[config.mk]
export PLATFORM = sky130hd
export DESIGN_NAME = pc_seq_unit
export DESIGN_NICKNAME = d
export VERILOG_FILES = /design/src/rtl/pc_seq_unit.sv
export SDC_FILE = /design/constraint.sdc
export NUM_CORES = 1
export LEC_CHECK = 0
export CORE_MARGIN = 2
export CORE_UTILIZATION = 39
export CTS_CLUSTER_DIAMETER = 80
export DETAILED_ROUTE_END_ITERATION = 10
export PLACE_DENSITY = 0.73
export SLEW_MARGIN = 15
export SYNTH_ARGS = -nofsm -noshare
export SYNTH_HDL_FRONTEND = slang
export SYNTH_SLANG_ARGS = --single-unit
[constraint.sdc]
create_clock -name clk -period 3.8 [get_ports clk]
set_input_delay 0.38 -clock clk [delete_from_list [all_inputs] [get_ports clk]]
set_output_delay 0.38 -clock clk [all_outputs]
set_load 0.01 [all_outputs]
[src/rtl/pc_seq_unit.sv]
// Program-counter sequencer: sequential, branch, jump, JR, return and exception next-PC selection with stall.
// Optional return-address stack enabled by defining PC_SEQ_RAS_EN.
module pc_seq_unit #(
    parameter int              PC_W      = 32,
    parameter logic [PC_W-1:0] RESET_VEC = '0,
    parameter logic [PC_W-1:0] EXC_VEC   = PC_W'(32'h80),
    parameter int              BYTE_ADDR = 1,
    parameter int              RAS_DEPTH = 4
) (
    input  logic            clk,
    input  logic            reset,
    input  logic            stall,
    input  logic            branch,
    input  logic            zero_flag,
    input  logic [31:0]     extended,
    input  logic            jump,
    input  logic [25:0]     jump_target,
    input  logic            jr,
    input  logic [PC_W-1:0] jr_target,
    input  logic            link,
    input  logic            ret,
    input  logic            exc,
    output logic [PC_W-1:0] pc,
    output logic [PC_W-1:0] pc_plus,
    output logic            ras_empty,
    output logic            ras_full,
    output logic            ras_err
);

    localparam logic [PC_W-1:0] INC = (BYTE_ADDR != 0) ? PC_W'(4) : PC_W'(1);

    logic [PC_W-1:0] pc_q, pc_d;
    logic [PC_W-1:0] ext_s, off, br_tgt, jmp_tgt, ret_tgt;

    assign pc      = pc_q;
    assign pc_plus = pc_q + INC;

    always_comb begin
        ext_s   = PC_W'($signed(extended));
        off     = (BYTE_ADDR != 0) ? (ext_s << 2) : ext_s;
        br_tgt  = pc_plus + off;
        jmp_tgt = pc_plus;
        if (BYTE_ADDR != 0) begin
            jmp_tgt[27:0] = {jump_target, 2'b00};
        end else begin
            jmp_tgt[25:0] = jump_target;
        end
    end

`ifdef PC_SEQ_RAS_EN
    localparam int PW = $clog2(RAS_DEPTH);
    localparam int CW = PW + 1;

    logic [PC_W-1:0] ras_q [RAS_DEPTH];
    logic [PC_W-1:0] ras_d [RAS_DEPTH];
    logic [PW-1:0]   top_q, top_d;
    logic [CW-1:0]   cnt_q, cnt_d;
    logic            err_q, err_d;
    logic            empty_w, full_w;

    assign empty_w   = (cnt_q == '0);
    assign full_w    = (cnt_q == CW'(RAS_DEPTH));
    assign ras_empty = empty_w;
    assign ras_full  = full_w;
    assign ras_err   = err_q;
    assign ret_tgt   = empty_w ? jr_target : ras_q[top_q];

    always_comb begin
        ras_d = ras_q;
        top_d = top_q;
        cnt_d = cnt_q;
        err_d = err_q;
        if (!exc && !stall) begin
            if (link && ret) begin
                // Return consumes the top, the call's link address takes its slot.
                ras_d[top_q] = pc_plus;
                if (empty_w) begin
                    cnt_d = CW'(1);
                    err_d = 1'b1;
                end
            end else if (link) begin
                top_d        = top_q + PW'(1);
                ras_d[top_d] = pc_plus;
                if (full_w) begin
                    err_d = 1'b1;
                end else begin
                    cnt_d = cnt_q + CW'(1);
                end
            end else if (ret) begin
                if (empty_w) begin
                    err_d = 1'b1;
                end else begin
                    top_d = top_q - PW'(1);
                    cnt_d = cnt_q - CW'(1);
                end
            end
        end
    end

    always_ff @(posedge clk or negedge reset) begin
        if (!reset) begin
            top_q <= '0;
            cnt_q <= '0;
            err_q <= 1'b0;
        end else begin
            top_q <= top_d;
            cnt_q <= cnt_d;
            err_q <= err_d;
        end
    end

    // Entry contents need no reset; occupancy is tracked by cnt_q.
    always_ff @(posedge clk) begin
        ras_q <= ras_d;
    end
`else
    logic unused_link;

    assign unused_link = link;
    assign ret_tgt     = jr_target;
    assign ras_empty   = 1'b1;
    assign ras_full    = 1'b0;
    assign ras_err     = 1'b0;
`endif

    always_comb begin
        if (exc) begin
            pc_d = EXC_VEC;
        end else if (stall) begin
            pc_d = pc_q;
        end else if (ret) begin
            pc_d = ret_tgt;
        end else if (jr) begin
            pc_d = jr_target;
        end else if (jump) begin
            pc_d = jmp_tgt;
        end else if (branch && zero_flag) begin
            pc_d = br_tgt;
        end else begin
            pc_d = pc_plus;
        end
    end

    always_ff @(posedge clk or negedge reset) begin
        if (!reset) begin
            pc_q <= RESET_VEC;
        end else begin
            pc_q <= pc_d;
        end
    end

endmodule

Word level (Yosys, flattened, before mapping)
Index checks and enable logic that the tools add are counted.

$add $sub $neg: 2. Equal/unequal tests: 1. Multiplexer cells: 6. Reductions and logical operators: 1.

Operator list (number): 2-to-1 mux 32 bit (6); adder 32 x 3 -> 32 bit, second input constant (1); adder 32 bit (1); != test 2 x 1 -> 1 bit, second input constant (1); logical AND 1 bit (1).

Flip-flop bits (word level): 32. Input bits: 100. Output and inout bits: 67. Logic and storage cells: 11.

Longest topological paths before layout
Depth in word-level cells: 8. Gate-level depth with buffers: 17. Gate-level depth less buffers: 15.

Worst setup path before layout
No wires, ideal clock.

Path type: reg2reg. Start point: register pc_q[4], in the netlist pc[4]. End point: register pc_q[27], in the netlist pc[27]. Library setup time: 0.136 ns. Arrival time: 3.426 ns. Data required time: 3.664 ns. Slack: 0.238 ns. Cell stages (with the launch flop): 17. Buffers on the path: 1. Clock period less this slack: 3.562 ns. Cells stage by stage: dfrtp_1 > and4_1 > buf_4 > nand4_1 > nor2_1 > nand2_1 > xnor2_1 > ha_1 > a21o_1 > a211o_1 > o22ai_2 > o21ai_0 > a21oi_1 > nor3_1 > a2111oi_0 > a211o_1 > a21oi_1.

Word-level cells in the longest chain between the ends: 8.

RTL lines: start, declared (RTL line 32) `logic [PC_W-1:0] pc_q, pc_d;`; start signal, assigned (RTL line 148) `pc_q <= pc_d;`; adder 32 x 3 -> 32 bit (RTL line 36) `assign pc_plus = pc_q + INC;`; net pc_plus[20] (RTL line 24) `output logic [PC_W-1:0] pc_plus,`; adder 32 bit (RTL line 41) `br_tgt = pc_plus + off;`; 2-to-1 mux 32 bit (RTL line 137) `end else if (branch && zero_flag) begin`; 2-to-1 mux 32 bit (RTL line 135) `end else if (jump) begin`; 2-to-1 mux 32 bit (RTL line 133) `end else if (jr) begin`; 2-to-1 mux 32 bit (RTL line 131) `end else if (ret) begin`; 2-to-1 mux 32 bit (RTL line 129) `end else if (stall) begin`; 2-to-1 mux 32 bit (RTL line 127) `if (exc) begin`.

The timed path passes the listed nets, and every way through them passes these cells. The select of a mux whose other input is x is not followed. A chain may end at the register's enable or synchronous reset.

Worst setup path in the final report
Start point: register pc_q[2], in the netlist pc[2]. End point: register pc_q[27], in the netlist pc[27].

Word-level cells in the longest chain between the ends: 8.

RTL lines (RTL line): adder 32 x 3 -> 32 bit * (36); adder 32 bit (41); 2-to-1 mux 32 bit * (137); 2-to-1 mux 32 bit * (135); 2-to-1 mux 32 bit * (133); 2-to-1 mux 32 bit * (131); 2-to-1 mux 32 bit * (129); 2-to-1 mux 32 bit * (127).

Every way passes the cells marked *; elsewhere a longest branch is shown, timed or not. The select of a mux whose other input is x is not followed.

==> flow_metrics.env <==
export IMPL_dieWidth_um=109.5
export IMPL_finalCritPeriodShare=0.9479
export IMPL_core_um2=10840
export IMPL_crit_type="reg -> reg"
export IMPL_fin_skew_ns=0.01280
export IMPL_cp_slowest_cell="dfrtp_1"
export IMPL_cts_htree_levels=2
export IMPL_worstPathArrival_ns=3.77
export IMPL_nets=904
export IMPL_pre_cts_slack_ns=0.1328
export IMPL_clkTransAtPathRegs_ns=0.08
export IMPL_synth_yosys_seq_area_share=0.1847
export IMPL_instances_no_fill=907
export IMPL_multi_input_area_um2=3347
export IMPL_grt_first_pass_wirelength_mm=26.19
export IMPL_tns_ns=0
export IMPL_slew_headroom=0.4548
export IMPL_routed_via_density=5.811
export IMPL_overflow=0
export IMPL_cts_tree="built"
export IMPL_layout_drive_gt1_share=0.1213
export IMPL_totalWireLength_mm=17.40
export IMPL_finalWeightedCongestion=0.9620
export IMPL_finalHoldViolations=0
export IMPL_vias=5271
export IMPL_grt_max_degree=39
export IMPL_netlist_area_um2=4337
export IMPL_cp_data_required_time_ns=3.97
export IMPL_firstDrtPassIters=6
export IMPL_r2r_end="pc[27]"
export IMPL_hold_class="in -> async"
export IMPL_crit_path_end_kind="flop"
export IMPL_final_cell_mix="clkdlybuf4s50_1 (159), nand2_1 (62), buf_4 (60)"
export IMPL_final_common_cell="clkdlybuf4s50_1"
export IMPL_die_h_um=109.5
export IMPL_cts_buffer_depth=2
export IMPL_cp_start_kind="flop"
export IMPL_ant_nets=0
export IMPL_floorplan_initialDensity=0.4000
export IMPL_wl_per_cell_um=19.18
export IMPL_synth_cell_type_count=61
export IMPL_drt_iter0_drc=416
export IMPL_cp_slowest_stage_delay_ns=0.43
export IMPL_min_period_ns=3.602
export IMPL_critical_path_cell_chain="ha_1 -> buf_4 -> nand3_1 -> xnor2_1 -> ha_1 -> a21oi_1 -> nor2_1 -> o31ai_1 -> buf_4 -> nand4_1 -> a21oi_1 -> nor3_1 -> a2111oi_1 -> a211o_1 -> a21oi_1"
export IMPL_cts_sinks=32
export IMPL_setup_violations=0
export IMPL_io_pins=167
export IMPL_reg2reg_depth=15
export IMPL_avgSynthCellArea_um2=7.477
export IMPL_cpMostUsedCell="a21oi_1"
export IMPL_p_leak_nw=2.843
export IMPL_fp_row_count=38
export IMPL_fmax_mhz=277.6
export IMPL_dieArea_um2=11980
export IMPL_r2r_start="pc[2]"
export IMPL_root_buffer="clkbuf_8"
export IMPL_cts_inserted_buffers=5
export IMPL_port_buffers=160
export IMPL_largest_reg_flops=32
export IMPL_r2r_slack_ns=0.20
export IMPL_register_area_um2=800.8
export IMPL_drc=0
export IMPL_cts_hold_buf=0
export IMPL_diodes=0
export IMPL_area_growth_syn_to_layout_pct=49.97
export IMPL_worst_pin_slew_ns=0.8177
export IMPL_drv_cap=0
export IMPL_async_flop_share=1.000
export IMPL_fillers=1014
export IMPL_dp_hpwl_mm=13.54
export IMPL_dp_cells=899
export IMPL_yosys_register_bits=32
export IMPL_antenna_found_initial=0
export IMPL_ir_drop_v=0.0001546
export IMPL_ys_flop_type="dfrtp_1"
export IMPL_crit_fanout=5
export IMPL_drv_slew=0
export IMPL_outcome="complete, no violations"
export IMPL_synthCells=580
export IMPL_setup_ws_ns=0.1979
export IMPL_power_density_nw_per_um2=224.8
export IMPL_grt_usage=0.2829
export IMPL_synth_edff_count=0
export IMPL_synth_warnings=0
export IMPL_grt_pass1_vias=5102
export IMPL_clkLatencyLatePin_ns=0.30
## layer usage
| layer | global-route usage | wire, um | vias to the layer above | share of wire |
|---|---|---|---|---|
| met5 | 0 | 0 | - | 0 |
| met4 | 0.05244 | 205 | 0 | 0.012 |
| met3 | 0.02490 | 1563 | 14 | 0.090 |
| met2 | 0.4541 | 7952 | 258 | 0.46 |
| met1 | 0.4155 | 7678 | 2495 | 0.44 |
| li1 | - | - | 2504 | - |
## cells in the mapped netlist, drive strengths merged (2+ instances only)
cell | instances | area [um2]
nand3 | 20 | 100.1
a311oi | 5 | 43.79
conb | 2 | 7.510
a221oi | 7 | 73.82
and3 | 10 | 62.56
a21o | 22 | 166.4
o221ai | 2 | 17.52
inv | 14 | 52.55
o21a | 8 | 60.06
nand4 | 14 | 102.6
buf | 9 | 58.80
xnor2 | 29 | 254.0
a31o | 2 | 17.52
o21bai | 5 | 41.29
or3 | 5 | 31.28
nor2b | 9 | 56.30
and2 | 6 | 37.54
nor2 | 45 | 171.4
a2111oi | 2 | 17.52
nand2b | 3 | 18.77
o21ai | 22 | 113.9
o211a | 3 | 30.03
o22ai | 7 | 56.30
a211o | 4 | 35.03
dfrtp | 32 | 800.8
o211ai | 25 | 197.7
nor3 | 20 | 100.1
mux2i | 4 | 40.04
ha | 36 | 450.4
nand3b | 4 | 30.03
a21oi | 58 | 290.3
nor4 | 4 | 31.28
a211oi | 12 | 95.09
clkbuf | 32 | 120.1
o2bb2ai | 2 | 17.52
xor2 | 19 | 166.4
nand2 | 62 | 232.7
and4 | 4 | 35.03
## repair_timing
item / 4_1_cts / 5_1_grt
resized for setup: 0 / 11
setup buffers: 0 / 1
endpoints found under the setup margin: 0 / 7
## stage by stage
stage / instance area (um2) / hold slack (ns) / power (W) / utilization
final: 6504 / 0.5006 / 0.001462 / 0.6000
after floorplan: 4340 / 0.08441 / 0.0008087 / -
after global routing: 6504 / 0.5482 / 0.001543 / 0.6000
after global placement: 6376 / 0.5493 / 0.001168 / 0.5882
after detailed placement: 6376 / 0.5590 / 0.001181 / 0.5882
after CTS: 6454 / 0.5144 / 0.001441 / 0.5953
## kinds of logic (layout without fill, tap and decap cells)
group	count (synthesis)	in the layout	synth area share
buffers and inverters	56	242	0.05424
adders and majority gates	37	37	0.1085
muxes	4	4	0.009233
xor gates and xnor gates	48	48	0.09694
other	2	3	0.001732
DFF	32	32	0.1847
AOI/OAI and AO/OA	193	193	0.3084
and+or+nand+nor	208	208	0.2363
## report_power, final
part	total [W]	switching (W)	internal, W	leakage [nW]
registers	0.000388	0.0000256	0.000363	0.420
logic	0.000812	0.000408	0.000404	2.38
clock network	0.000262	0.000137	0.000125	0.0410
## how the worst max path moves through the flow
| stage | depth (start not counted) | slack, ns | end | startpoint |
|---|---|---|---|---|
| after floorplan | 16 | 0.24 | pc[27] | pc[4] |
| after global placement | 16 | 0.17 | pc[31] | pc[5] |
| after detailed placement | 16 | 0.13 | pc[31] | pc[4] |
| after CTS | 16 | 0.11 | pc[31] | pc[4] |
| after global routing | 15 | -0.02 | pc[26] | pc[2] |
| final | 15 | 0.20 | pc[27] | pc[2] |
## worst max-delay path: cells and delay by family (launching register included)
kind                       cells  cell delay (ns)
AOI/OAI and AO/OA              6             1.36
xor gates and xnor gates       1             0.33
adders and majority gates      2             0.59
buffers and inverters          2             0.32
DFF                            1             0.43
and+or+nand+nor                4             0.46
## area by class of cell
cell class | instances | share of cell area
flip-flops and latches | 32 | 0.1231
clock inverters | 1 | 0.0007695
well taps | 140 | 0.02693
inverters | 15 | 0.008657
multi-input cells | 493 | 0.5146
repair buffers | 220 | 0.3147
clock buffers | 6 | 0.01116
Power figures use the tool's default switching activity.
==> variant (same settings) <==
`PC_W`: 32 -> 28.
--- a/src/rtl/pc_seq_unit.sv
+++ b/src/rtl/pc_seq_unit.sv
@@ -3,3 +3,3 @@
 module pc_seq_unit #(
-    parameter int              PC_W      = 32,
+    parameter int              PC_W      = 28,
     parameter logic [PC_W-1:0] RESET_VEC = '0,
Ports: changed (resized jr_target, pc and pc_plus); port bits go from 167 to 155. The function was not compared with the original's and may differ.
==> variant against the original RTL <==
Design area decreased by 16%; clock power down 21%; setup slack got worse by 0.0056 ns; highest routed layer unchanged; sequential power decreased by 12%; sequential cell count down 4; routed wire length shrank 18%; synthesized area shrank 16%; total power decreased by 18%.
==> variant: results <==
metrics = {
    "placement": {
        "port-buffer-count": 144,
        "place_inst": 763,
        "post-dp-hpwl_mm": 10.73,
    },
    "yosys": {
        "yosys.area_share.adder_pct": 10.12,
        "syn_avg_cell_area_um2": 7.150,
        "synthTopCellsByArea": "dfrtp_1 19%, ha_1 9.6%, a21oi_1 6.7%",
        "synthTopCellsByCount": "57 x nand2_1, 53 x nor2_1, 49 x a21oi_1",
        "synth_compound_area_share_pct": 29.60,
        "synth-xor-area-share_pct": 10.05,
    },
    "finish": {
        "layout-drive-gt1-share_pct": 9.712,
        "nFillCells": 890,
        "fin_cells": 770,
    },
    "setup_path": {
        "r2r_cells": 17,
        "crit_slowest_cell": "o41a_1",
        "r2r-end": "pc[22]",
    },
    "power_and_ir_drop": {
        "peakVddDrop_v": 0.0001269,
        "p_int_uw": 735.5,
    },
    "grt": {
        "grt_pass1_wl_mm": 22.14,
        "first_global_vias": 4351,
        "grt_max_degree": 43,
    },
    "route": {
        "wl_per_cell_um": 18.46,
        "firstDrtPassIters": 5,
        "drtIter0Drc": 233,
        "viasPerCell": 5.722,
    },
    "timing": {
        "slew_headroom_pct": 36.45,
        "skew_ns": 0.009789,
    },
    "clock_network": {
        "path_clk_slew_ns": 0.12,
        "htree_num_levels": 1,
    },
    "outcome": {
        "outcome": "finished, final reports clean",
    },
}
-- variant: final cells by class --
type,instances,area [µm²],share of cell area [%]
Clock buffer,4,55.05,1.003
Tap cell,111,138.9,2.529
Inverter,14,52.55,0.9569
Sequential cell,28,701.9,12.78
Multi-Input combinational cell,438,2874,52.34
Timing Repair Buffer,175,1669,30.39
-- variant: worst register-to-register path, cell delays in order (launching register included) --
cell and delay, ns:
dfrtp_1 0.40, ha_2 0.22, inv_1 0.06, nor2_2 0.14, buf_4 0.16, and2_2 0.20, nand3_1 0.13, xnor2_2 0.20
ha_2 0.35, nor2b_1 0.15, o21ai_1 0.17, a21oi_1 0.13, o41a_1 0.46, buf_4 0.17, xnor2_1 0.16, nor2_1 0.06
a211oi_1 0.26, o22ai_1 0.10
-- variant: through the flow --
step	instance area [µm²]	setup WS (ns)	hold WS, ns	total power [mW]
final	5492	0.1924	0.4754	1.193
after global routing	5492	-0.01866	0.5094	1.267
after CTS	5378	0.05685	0.4855	1.181
after detailed placement	5308	-0.1176	0.5638	0.9647
after global placement	5308	0.04661	0.5467	0.9537
after floorplan	3665	0.2772	0.08441	0.6831
-- variant: worst max path at each step --
stage / start / to / slack (ns) / cells after the start
floorplan: pc[2] / pc[26] / 0.28 / 16
global route: pc[3] / pc[27] / -0.02 / 17
global placement: pc[3] / pc[25] / 0.05 / 17
CTS: pc[2] / pc[24] / 0.06 / 16
detailed placement: pc[3] / pc[25] / -0.12 / 17
finish: pc[2] / pc[22] / 0.19 / 17
-- variant: timing repair --
action,4_1_cts,5_1_grt
setup endpoints to repair,2,9
gates resized for setup,3,24
pin swaps,0,4
setup buffers,1,2
hold endpoints to repair,0,0
-- variant: power groups by stage --
| stage | Clock [mW] | Sequential [mW] | Combinational, mW |
|---|---|---|---|
| 2_1_floorplan | 0 | 0.356 | 0.328 |
| 3_3_place_gp | 0 | 0.347 | 0.607 |
| 3_5_place_dp | 0 | 0.348 | 0.617 |
| 4_1_cts | 0.214 | 0.342 | 0.625 |
| 5_1_grt | 0.222 | 0.346 | 0.699 |
| 6_report | 0.207 | 0.343 | 0.642 |
-- variant: logic make-up (layout without fill, tap and decap cells) --
logic type,Yosys count,count (layout)
muxes,1,1
adders and majority gates,29,29
other,2,3
AOI/OAI and AO/OA,167,167
and+or+nand+nor,196,196
DFF,28,28
buffers and inverters,47,193
xor gates and xnor gates,42,42
-- variant: routing by layer --
layer / wire, µm / vias up / GRT usage [%]
li1: - / 2151 / -
met1: 6218 / 2051 / 36.91
met2: 6653 / 176 / 45.08
met3: 1030 / 28 / 4.785
met4: 314 / 0 / 9.062
met5: 0 / - / 0
